===== src/rtl/pipelined_decode_stage_if.sv =====
// pipelined_decode_stage_if: fetch, write-back, flush and ID/EX signals of the decode stage
interface pipelined_decode_stage_if #(parameter int XLEN = 32);
   logic            if_valid;
   logic            if_ready;
   logic [31:0]     if_instr;
   logic [XLEN-1:0] if_pc;
   logic            flush;
   logic            wb_en;
   logic [4:0]      wb_addr;
   logic [XLEN-1:0] wb_data;
   logic            ex_valid;
   logic            ex_ready;
   logic [XLEN-1:0] ex_pc;
   logic [XLEN-1:0] ex_rs1_data;
   logic [XLEN-1:0] ex_rs2_data;
   logic [XLEN-1:0] ex_imm;
   logic [4:0]      ex_rs1;
   logic [4:0]      ex_rs2;
   logic [4:0]      ex_rd;
   logic [6:0]      ex_opcode;
   logic [2:0]      ex_funct3;
   logic            ex_funct7_5;
   logic            ex_reg_write;
   logic            ex_mem_read;
   logic            ex_mem_write;
   logic            ex_illegal;
   logic            hazard_stall;
   modport master (
      output if_valid, if_instr, if_pc, flush, wb_en, wb_addr, wb_data, ex_ready,
      input  if_ready, ex_valid, ex_pc, ex_rs1_data, ex_rs2_data, ex_imm, ex_rs1, ex_rs2,
             ex_rd, ex_opcode, ex_funct3, ex_funct7_5, ex_reg_write, ex_mem_read,
             ex_mem_write, ex_illegal, hazard_stall
   );
   modport slave (
      input  if_valid, if_instr, if_pc, flush, wb_en, wb_addr, wb_data, ex_ready,
      output if_ready, ex_valid, ex_pc, ex_rs1_data, ex_rs2_data, ex_imm, ex_rs1, ex_rs2,
             ex_rd, ex_opcode, ex_funct3, ex_funct7_5, ex_reg_write, ex_mem_read,
             ex_mem_write, ex_illegal, hazard_stall
   );
endinterface


===== src/rtl/pipelined_decode_stage.sv =====
// pipelined_decode_stage: RV32I/E decode with register file, ID/EX register, load-use interlock and write-back bypass
module pipelined_decode_stage #(
   parameter int XLEN   = 32,
   parameter int NREGS  = 32,
   parameter bit BYPASS = 1'b1
) (
   input logic                     clk,
   input logic                     reset,
   pipelined_decode_stage_if.slave bus
);
   localparam logic [6:0] OP_LUI    = 7'b0110111;
   localparam logic [6:0] OP_AUIPC  = 7'b0010111;
   localparam logic [6:0] OP_JAL    = 7'b1101111;
   localparam logic [6:0] OP_JALR   = 7'b1100111;
   localparam logic [6:0] OP_BRANCH = 7'b1100011;
   localparam logic [6:0] OP_LOAD   = 7'b0000011;
   localparam logic [6:0] OP_STORE  = 7'b0100011;
   localparam logic [6:0] OP_OPIMM  = 7'b0010011;
   localparam logic [6:0] OP_OP     = 7'b0110011;
   typedef struct packed {
      logic            valid;
      logic [XLEN-1:0] pc;
      logic [XLEN-1:0] rs1_data;
      logic [XLEN-1:0] rs2_data;
      logic [XLEN-1:0] imm;
      logic [4:0]      rs1;
      logic [4:0]      rs2;
      logic [4:0]      rd;
      logic [6:0]      opcode;
      logic [2:0]      funct3;
      logic            funct7_5;
      logic            reg_write;
      logic            mem_read;
      logic            mem_write;
      logic            illegal;
   } ex_t;
   logic [31:0]     ins;
   logic [6:0]      op;
   logic [4:0]      rs1, rs2, rd;
   logic            is_lui, is_auipc, is_jal, is_jalr, is_branch, is_load, is_store, is_opimm, is_op;
   logic            known, use_rs1, use_rs2, has_rd, illegal, hazard, accept;
   logic [XLEN-1:0] imm_i, imm_s, imm_b, imm_u, imm_j, imm;
   logic [XLEN-1:0] rs1_data, rs2_data;
   logic [XLEN-1:0] rf_q [NREGS];
   logic [XLEN-1:0] rf_d [NREGS];
   ex_t             dec, ex_d, ex_q;
   always_comb begin
      ins       = bus.if_instr;
      op        = ins[6:0];
      rs1       = ins[19:15];
      rs2       = ins[24:20];
      rd        = ins[11:7];
      is_lui    = op == OP_LUI;
      is_auipc  = op == OP_AUIPC;
      is_jal    = op == OP_JAL;
      is_jalr   = op == OP_JALR;
      is_branch = op == OP_BRANCH;
      is_load   = op == OP_LOAD;
      is_store  = op == OP_STORE;
      is_opimm  = op == OP_OPIMM;
      is_op     = op == OP_OP;
      known     = is_lui || is_auipc || is_jal || is_jalr || is_branch || is_load || is_store || is_opimm || is_op;
      use_rs1   = is_jalr || is_branch || is_load || is_store || is_opimm || is_op;
      use_rs2   = is_branch || is_store || is_op;
      has_rd    = known && !is_branch && !is_store;
      // only indices the instruction actually uses can make it illegal on RV32E
      illegal   = !known || (use_rs1 && int'(rs1) >= NREGS) || (use_rs2 && int'(rs2) >= NREGS)
                  || (has_rd && int'(rd) >= NREGS);
      imm_i     = XLEN'($signed(ins[31:20]));
      imm_s     = XLEN'($signed({ins[31:25], ins[11:7]}));
      imm_b     = XLEN'($signed({ins[31], ins[7], ins[30:25], ins[11:8], 1'b0}));
      imm_u     = XLEN'($signed({ins[31:12], 12'b0}));
      imm_j     = XLEN'($signed({ins[31], ins[19:12], ins[20], ins[30:21], 1'b0}));
      imm       = (is_jalr || is_load || is_opimm) ? imm_i :
                  is_store                         ? imm_s :
                  is_branch                        ? imm_b :
                  (is_lui || is_auipc)             ? imm_u :
                  is_jal                           ? imm_j : '0;
   end
   always_comb begin
      rs1_data = '0;
      rs2_data = '0;
      for (int i = 1; i < NREGS; i++) begin
         if (int'(rs1) == i)
            rs1_data = (BYPASS && bus.wb_en && bus.wb_addr == rs1) ? bus.wb_data : rf_q[i];
         if (int'(rs2) == i)
            rs2_data = (BYPASS && bus.wb_en && bus.wb_addr == rs2) ? bus.wb_data : rf_q[i];
      end
   end
   always_comb begin
      for (int i = 0; i < NREGS; i++)
         rf_d[i] = (i != 0 && bus.wb_en && int'(bus.wb_addr) == i) ? bus.wb_data : rf_q[i];
   end
   always_comb begin
      hazard = ex_q.valid && ex_q.mem_read && ex_q.rd != '0
               && ((use_rs1 && rs1 == ex_q.rd) || (use_rs2 && rs2 == ex_q.rd));
      accept = bus.if_valid && bus.if_ready;
      dec    = '{valid: 1'b1, pc: bus.if_pc, rs1_data: rs1_data, rs2_data: rs2_data, imm: imm,
                 rs1: rs1, rs2: rs2, rd: rd, opcode: op, funct3: ins[14:12], funct7_5: ins[30],
                 reg_write: has_rd && rd != '0 && !illegal, mem_read: is_load,
                 mem_write: is_store, illegal: illegal};
      ex_d   = ex_q;
      if (bus.flush)
         ex_d = '0;
      else if (accept)
         ex_d = dec;
      else if (ex_q.valid && !bus.ex_ready) begin
         // a stalled instruction picks up results written back while it waits
         if (BYPASS && bus.wb_en && bus.wb_addr != '0 && bus.wb_addr == ex_q.rs1)
            ex_d.rs1_data = bus.wb_data;
         if (BYPASS && bus.wb_en && bus.wb_addr != '0 && bus.wb_addr == ex_q.rs2)
            ex_d.rs2_data = bus.wb_data;
      end
      else
         ex_d = '0;
   end
   always_ff @(posedge clk or negedge reset) begin
      if (!reset) begin
         ex_q <= '0;
         for (int i = 0; i < NREGS; i++)
            rf_q[i] <= '0;
      end
      else begin
         ex_q <= ex_d;
         rf_q <= rf_d;
      end
   end
   assign bus.if_ready     = (!ex_q.valid || bus.ex_ready) && !hazard && !bus.flush;
   assign bus.hazard_stall = hazard;
   assign bus.ex_valid     = ex_q.valid;
   assign bus.ex_pc        = ex_q.pc;
   assign bus.ex_rs1_data  = ex_q.rs1_data;
   assign bus.ex_rs2_data  = ex_q.rs2_data;
   assign bus.ex_imm       = ex_q.imm;
   assign bus.ex_rs1       = ex_q.rs1;
   assign bus.ex_rs2       = ex_q.rs2;
   assign bus.ex_rd        = ex_q.rd;
   assign bus.ex_opcode    = ex_q.opcode;
   assign bus.ex_funct3    = ex_q.funct3;
   assign bus.ex_funct7_5  = ex_q.funct7_5;
   assign bus.ex_reg_write = ex_q.reg_write;
   assign bus.ex_mem_read  = ex_q.mem_read;
   assign bus.ex_mem_write = ex_q.mem_write;
   assign bus.ex_illegal   = ex_q.illegal;
endmodule

===== src/flat_wrapper.sv =====
// flat-port wrapper written by rule: the top's interface ports become plain ports
module pipelined_decode_stage_flat 
#(
   parameter int XLEN   = 32,
   parameter int NREGS  = 32,
   parameter bit BYPASS = 1'b1
)
  (clk, reset, bus_if_valid, bus_if_instr, bus_if_pc, bus_flush, bus_wb_en, bus_wb_addr, bus_wb_data, bus_ex_ready, bus_if_ready, bus_ex_valid, bus_ex_pc, bus_ex_rs1_data, bus_ex_rs2_data, bus_ex_imm, bus_ex_rs1, bus_ex_rs2, bus_ex_rd, bus_ex_opcode, bus_ex_funct3, bus_ex_funct7_5, bus_ex_reg_write, bus_ex_mem_read, bus_ex_mem_write, bus_ex_illegal, bus_hazard_stall);
  pipelined_decode_stage_if #(.XLEN(XLEN)) bus_i ();
  input logic clk;
  input logic reset;
  input wire logic [$bits(bus_i.if_valid)-1:0] bus_if_valid;
  input wire logic [$bits(bus_i.if_instr)-1:0] bus_if_instr;
  input wire logic [$bits(bus_i.if_pc)-1:0] bus_if_pc;
  input wire logic [$bits(bus_i.flush)-1:0] bus_flush;
  input wire logic [$bits(bus_i.wb_en)-1:0] bus_wb_en;
  input wire logic [$bits(bus_i.wb_addr)-1:0] bus_wb_addr;
  input wire logic [$bits(bus_i.wb_data)-1:0] bus_wb_data;
  input wire logic [$bits(bus_i.ex_ready)-1:0] bus_ex_ready;
  output wire logic [$bits(bus_i.if_ready)-1:0] bus_if_ready;
  output wire logic [$bits(bus_i.ex_valid)-1:0] bus_ex_valid;
  output wire logic [$bits(bus_i.ex_pc)-1:0] bus_ex_pc;
  output wire logic [$bits(bus_i.ex_rs1_data)-1:0] bus_ex_rs1_data;
  output wire logic [$bits(bus_i.ex_rs2_data)-1:0] bus_ex_rs2_data;
  output wire logic [$bits(bus_i.ex_imm)-1:0] bus_ex_imm;
  output wire logic [$bits(bus_i.ex_rs1)-1:0] bus_ex_rs1;
  output wire logic [$bits(bus_i.ex_rs2)-1:0] bus_ex_rs2;
  output wire logic [$bits(bus_i.ex_rd)-1:0] bus_ex_rd;
  output wire logic [$bits(bus_i.ex_opcode)-1:0] bus_ex_opcode;
  output wire logic [$bits(bus_i.ex_funct3)-1:0] bus_ex_funct3;
  output wire logic [$bits(bus_i.ex_funct7_5)-1:0] bus_ex_funct7_5;
  output wire logic [$bits(bus_i.ex_reg_write)-1:0] bus_ex_reg_write;
  output wire logic [$bits(bus_i.ex_mem_read)-1:0] bus_ex_mem_read;
  output wire logic [$bits(bus_i.ex_mem_write)-1:0] bus_ex_mem_write;
  output wire logic [$bits(bus_i.ex_illegal)-1:0] bus_ex_illegal;
  output wire logic [$bits(bus_i.hazard_stall)-1:0] bus_hazard_stall;
  assign bus_i.if_valid = bus_if_valid;
  assign bus_i.if_instr = bus_if_instr;
  assign bus_i.if_pc = bus_if_pc;
  assign bus_i.flush = bus_flush;
  assign bus_i.wb_en = bus_wb_en;
  assign bus_i.wb_addr = bus_wb_addr;
  assign bus_i.wb_data = bus_wb_data;
  assign bus_i.ex_ready = bus_ex_ready;
  assign bus_if_ready = bus_i.if_ready;
  assign bus_ex_valid = bus_i.ex_valid;
  assign bus_ex_pc = bus_i.ex_pc;
  assign bus_ex_rs1_data = bus_i.ex_rs1_data;
  assign bus_ex_rs2_data = bus_i.ex_rs2_data;
  assign bus_ex_imm = bus_i.ex_imm;
  assign bus_ex_rs1 = bus_i.ex_rs1;
  assign bus_ex_rs2 = bus_i.ex_rs2;
  assign bus_ex_rd = bus_i.ex_rd;
  assign bus_ex_opcode = bus_i.ex_opcode;
  assign bus_ex_funct3 = bus_i.ex_funct3;
  assign bus_ex_funct7_5 = bus_i.ex_funct7_5;
  assign bus_ex_reg_write = bus_i.ex_reg_write;
  assign bus_ex_mem_read = bus_i.ex_mem_read;
  assign bus_ex_mem_write = bus_i.ex_mem_write;
  assign bus_ex_illegal = bus_i.ex_illegal;
  assign bus_hazard_stall = bus_i.hazard_stall;
  pipelined_decode_stage #(.XLEN(XLEN), .NREGS(NREGS), .BYPASS(BYPASS)) u_core (.clk(clk), .reset(reset), .bus(bus_i));
endmodule

===== config.mk =====
export PLATFORM = sky130hd
export DESIGN_NAME = pipelined_decode_stage_flat
export DESIGN_NICKNAME = d
export VERILOG_FILES = /design/src/rtl/pipelined_decode_stage_if.sv /design/src/rtl/pipelined_decode_stage.sv /design/src/flat_wrapper.sv
export SDC_FILE = /design/constraint.sdc
export NUM_CORES = 2
export LEC_CHECK = 0
export ABC_CLOCK_PERIOD_IN_PS = 3340
export CAP_MARGIN = 20
export CORE_MARGIN = 2
export CORE_UTILIZATION = 60
export CTS_CLUSTER_SIZE = 40
export DETAILED_ROUTE_END_ITERATION = 10
export PLACE_DENSITY = 0.89
export SLEW_MARGIN = 20
export SYNTH_ARGS = -nofsm -noshare
export SYNTH_HDL_FRONTEND = slang
export SYNTH_SLANG_ARGS = --single-unit

===== constraint.sdc =====
create_clock -name clk -period 3.34 [get_ports clk]
set_clock_uncertainty 0.2 [all_clocks]
set_input_delay 0.334 -clock clk [delete_from_list [all_inputs] [get_ports clk]]
set_output_delay 0.334 -clock clk [all_outputs]
set_load 0.1 [all_outputs]

==> results of run 1 <==
==> Yosys cell counts, types with 43 or more instances <==
library cell	count	area [um^2]
a211o_1	43	377
a211oi_1	126	946
a21oi_1	1030	5150
a221oi_1	104	911
a22o_1	134	1170
a22oi_1	226	1700
a31oi_1	86	538
buf_1	45	169
buf_2	277	1390
clkbuf_1	476	1790
dfrtp_1	1151	28800
mux2_2	930	10500
nand2_1	609	2290
nand3_1	134	671
nor2_1	336	1260
nor3_1	124	621
o211ai_1	85	638
o21ai_0	577	2890
o22ai_1	173	1080
==> routing by layer <==
metal / GRT overflow / track usage, %
met3: 804 / 86.7
met2: 2915 / 104
met1: 831 / 88.9
met4: 1174 / 91.7
met5: 128 / 80.1
==> metrics by stage <==
step           instances  utilization [%]
2_1_floorplan       7640                -
3_3_place_gp       10300             73.1
3_5_place_dp       10300             73.1
4_1_cts            10600             77.8
==> kinds of logic after synthesis <==
group / Yosys count
buffers and inverters: 877
muxes: 962
and+or+nand+nor: 1476
xor gates and xnor gates: 31
AOI/OAI and AO/OA: 3141
adders and majority gates: 2
DFF: 1151
==> timing repair <==
item / 4_1_cts
pin swaps: 20
hold buffers: 31
gates resized for setup: 122
setup endpoints to repair: 60
endpoints found under the hold margin: 117
setup buffers: 27
gates cloned: 5
==> impl_results.md, run 1 <==
* Largest family of logic cells by synthesized area: compound AO/OA/AOI/OAI gates
* Post-synthesis adder-cell area fraction at 0.0282%
* Cell Area, Placed at 86100 um^2
* Syn nets at 7747
* Synthesized netlist cell count at 7640
* CTS root buf: clkbuf_16
* Compound-gate portion of the synthesized area at 28.6%
* Initial core utilization at 60.3%
* Simple-gate share of the synthesized area at 9.62%
* EDFF count, synth at 0
* Cell variety after synth at 116
* Synth Area in XOR/XNOR at 0.414%
* Number of clock sinks at 1151
* Pre-CTS setup slack at -1.20 ns
* Post-DP HPWL at 282 mm
* First-pass GRT wire length at 823 mm
* Last step reached: 5_1_grt
* Largest net degree at the start of global routing at 98
* Status: did not finish
* Row cnt at 126
* Longest Clk Path Bufs at 3
* Total grt overflow at 5852
* GRT Total Usage at 92.9%
* Yosys reg bits at 1151
* # port buffers at 267
* Die height at 348 um
* Post-synthesis mux area share at 15.2%
* Seq/Total Area, Yosys at 40.6%
* Placer Congestion at 1.37
* Ys Warns at 0
* H-Tree Depth at 3
* Vias in the first global route at 109000
* IO Pins at 268
* CTS buffer count at 119
* Mapped Avg Cell Area at 9.30 um^2
* Error: [ERROR GRT-0116] Global routing finished with congestion. Check the congestion regions in the DRC Viewer.
* Predominant post-synthesis flop cell: dfrtp_1
* Die width at 348 um
* Async SR Flop Fraction at 100%
* Synth Cell Area at 71000 um^2
==> run 2, diff against run 1 <==
--- a/config.mk
+++ b/config.mk
@@ -8,10 +8,9 @@
 export ABC_CLOCK_PERIOD_IN_PS = 3340
 export CAP_MARGIN = 20
 export CORE_MARGIN = 2
-export CORE_UTILIZATION = 60
-export CTS_CLUSTER_SIZE = 40
+export CORE_UTILIZATION = 40
 export DETAILED_ROUTE_END_ITERATION = 10
-export PLACE_DENSITY = 0.89
+export PLACE_DENSITY_LB_ADDON = 0.15
 export SLEW_MARGIN = 20
 export SYNTH_ARGS = -nofsm -noshare
 export SYNTH_HDL_FRONTEND = slang
==> impl_results.md, run 2 <==
* Worst Hold End: u_core.bus.ex_rs1[4]
* Most common cell in the netlist: dfrtp_1
* Worst R2R Path Depth at 11
* Hold path cells at 4
* Yosys reg bits at 1151
* Cell taking the most area after synthesis: dfrtp_1
* CP required at 3.89 ns
* Seq/Total Area, Yosys at 40.6%
* Worst VDD drop at 625 uV
* Row cnt at 154
* IO Pins at 268
* Failing checks: setup timing
* Post-route ant nets at 0
* Core area at 176000 um^2
* Startpoint types: flop
* Area growth syn-to-layout at 38.1%
* WL per Instance at 39.5 um
* Async SR Flop Fraction at 100%
* Clock latency at the later pin of the worst-skew pair at 0.83 ns
* First-pass GRT wire length at 636 mm
* Ys Warns at 0
* Total grt overflow at 0
* Worst Hold Class: primary input to flop
* Pre-CTS setup slack at -1.68 ns
* Max FFs per register at 992
* Cell variety after synth at 116
* Longest Clk Path Bufs at 3
* Largest net degree at the start of global routing at 107
* Hold_ws at 0.00394 ns
* GRT Total Usage at 50.0%
* Status: complete, but fails checks
* Predominant post-synthesis flop cell: dfrtp_1
* Initial drt markers at 14000
* Vias in the first global route at 77300
* Total Routed Length at 467 mm
* Critical path type: flop to flop
* Reg-to-reg startpoint: u_core.bus.ex_rd[0]
* Net total in the final layout at 9446
* Antenna violations before repair at 28
* Synth top area share at 40.6%
* Die width at 425 um
* Final instance area at 98100 um^2
* Crit. End Element: flop
* Placer Congestion at 1.08
* Top cells by area, synth: dfrtp_1 (41%), mux2_2 (15%), a21oi_1 (7.3%)
* P per Cell Area at 473 nW/um^2
* Pre-Repair DR Iteration Count at 10
* Via Count at 81400
* CTS buffer count at 143
* Number of clock sinks at 1151
* Crit-path max FO at 5
* MaxCap Viol Count at 0
* Clk slew on worst S/H paths at 0.06 ns
* Cell Area, Placed at 91000 um^2
* Initial core utilization at 40.3%
* Final hold violations at 0
* Final period util at 104%
* Commonest cells post-synth: dfrtp_1 (1151), a21oi_1 (1030), mux2_2 (930)
* Most frequent cells in the layout: buf_4 (1913), dfrtp_1 (1146), a21oi_1 (1015)
* Unrepaired setup endpoints after global routing: true
* Worst-Margin Slew at 1.06 ns
* Final max-slew violation count at 0
* Final TNS setup at -0.292 ns
* Mapped Avg Cell Area at 9.30 um^2
* H-Tree Depth at 4
* Biggest register: u_core.rf_q
* Worst hold start: bus_if_instr[19]
* DR vias/cell at 6.90
* # port buffers at 267
* Leakage at 43.3 nW
* # DRC at 0
* CTS tree: yes
* EDFF count, synth at 0
* Final setup viols at 4
* Fmax achieved at 288 MHz
* Synthesized netlist cell count at 7640
* Syn nets at 7747
* Fin worst setup slack at -0.131 ns
* Post-DP HPWL at 357 mm
* Die Area at 181000 um^2
* Slew headroom at 29.3%
* Worst R2R End: u_core.bus.ex_rs1_data[22]
* Flop2flop setup slack at -0.13 ns
* Commonest non-fill, non-tap cell in the layout: buf_4
* Final min period at 3.47 ns
* Arrival time worst endpoint at 4.02 ns
* Die height at 425 um
* Filler cell count in the final layout at 16000
* Synth Cell Area at 71000 um^2
* Layout cell share with drive strength beyond 1 at 38.8%
* CTS root buf: clkbuf_16
==> run 2: layout make-up <==
type,count,area (um^2),share of cell area (%)
Antenna cell,7,17.5,0.0179
Inverter,13,48.8,0.0497
Timing Repair Buffer,2418,21800,22.3
Clock buffer,209,4290,4.38
Sequential cell,1151,28800,29.4
Clock inverter,52,703,0.717
Tap cell,2340,2930,2.98
Multi-Input combinational cell,5612,39400,40.2
==> run 2: worst max path at each step <==
stage	start	end	slack, ns	cells after the start
5_1_grt	u_core.bus.ex_rd[3]	u_core.bus.ex_rs1_data[12]	-0.15	14
2_1_floorplan	u_core.bus.ex_rd[3]	bus_if_ready	0.21	5
6_report	u_core.bus.ex_rd[0]	u_core.bus.ex_rs1_data[22]	-0.13	11
3_5_place_dp	bus_if_instr[17]	u_core.bus.ex_rs1_data[12]	-1.68	14
3_3_place_gp	bus_if_instr[24]	u_core.bus.ex_rs2_data[0]	-2.02	12
4_1_cts	u_core.bus.ex_rd[2]	u_core.bus.ex_rs1_data[22]	-0.13	11
==> run 2: stage by stage <==
| step | util [%] | std cells | power, mW |
|---|---|---|---|
| detailed placement | 51.6 | 11400 | 28.7 |
| finish | 55.6 | 11800 | 46.4 |
| global route | 55.6 | 11800 | 47.5 |
| global placement | 51.6 | 11400 | 28.4 |
| floorplan | - | 7640 | 23.3 |
| CTS | 55.2 | 11800 | 45.7 |
==> run 2: cells by family after synthesis <==
family	after synthesis	share of synthesized area, %
AO/OA/AOI/OAI	3141	28.6
AND/OR/NAND/NOR	1476	9.62
flip-flops	1151	40.6
multiplexers	962	15.2
buffers and inverters	877	5.61
XOR/XNOR	31	0.414
adder cells (fa/ha/maj)	2	0.0282
==> run 2: layer usage <==
metal | global-route usage (%) | part of all wire, % | routed length [um]
met5 | 0 | 0.064 | 299
met4 | 30.3 | 7.7 | 35900
met3 | 18.4 | 14 | 64500
met2 | 68.9 | 40 | 185000
met1 | 66.2 | 39 | 181000
==> run 2: what timing repair did <==
item | 4_1_cts | 5_1_grt
pin swaps | 21 | 36
gates cloned | 1 | 3
setup endpoints to repair | 56 | 59
hold buffers | 67 | 2
buffers inserted | 18 | 22
hold endpoints to repair | 1128 | 3
resized for setup | 113 | 92
==> run 2: report_power, final <==
group	switching, mW	total [mW]	internal [mW]
Combinational	5.87	10.3	4.42
Clock	6.94	17.0	10.1
Sequential	2.68	19.1	16.4
==> run 2: critical path: stages (launching register included) <==
cell	delay [ns]
dfrtp_2	0.40
or4_4	0.56
o211ai_2	0.19
o211ai_2	0.16
buf_12	0.18
nor2_4	0.11
buf_12	0.16
buf_8	0.13
a21oi_4	0.04
or4_4	0.60
a211oi_4	0.48
a2111o_1	0.15
No activity file was read; power rests on OpenSTA's default activity.
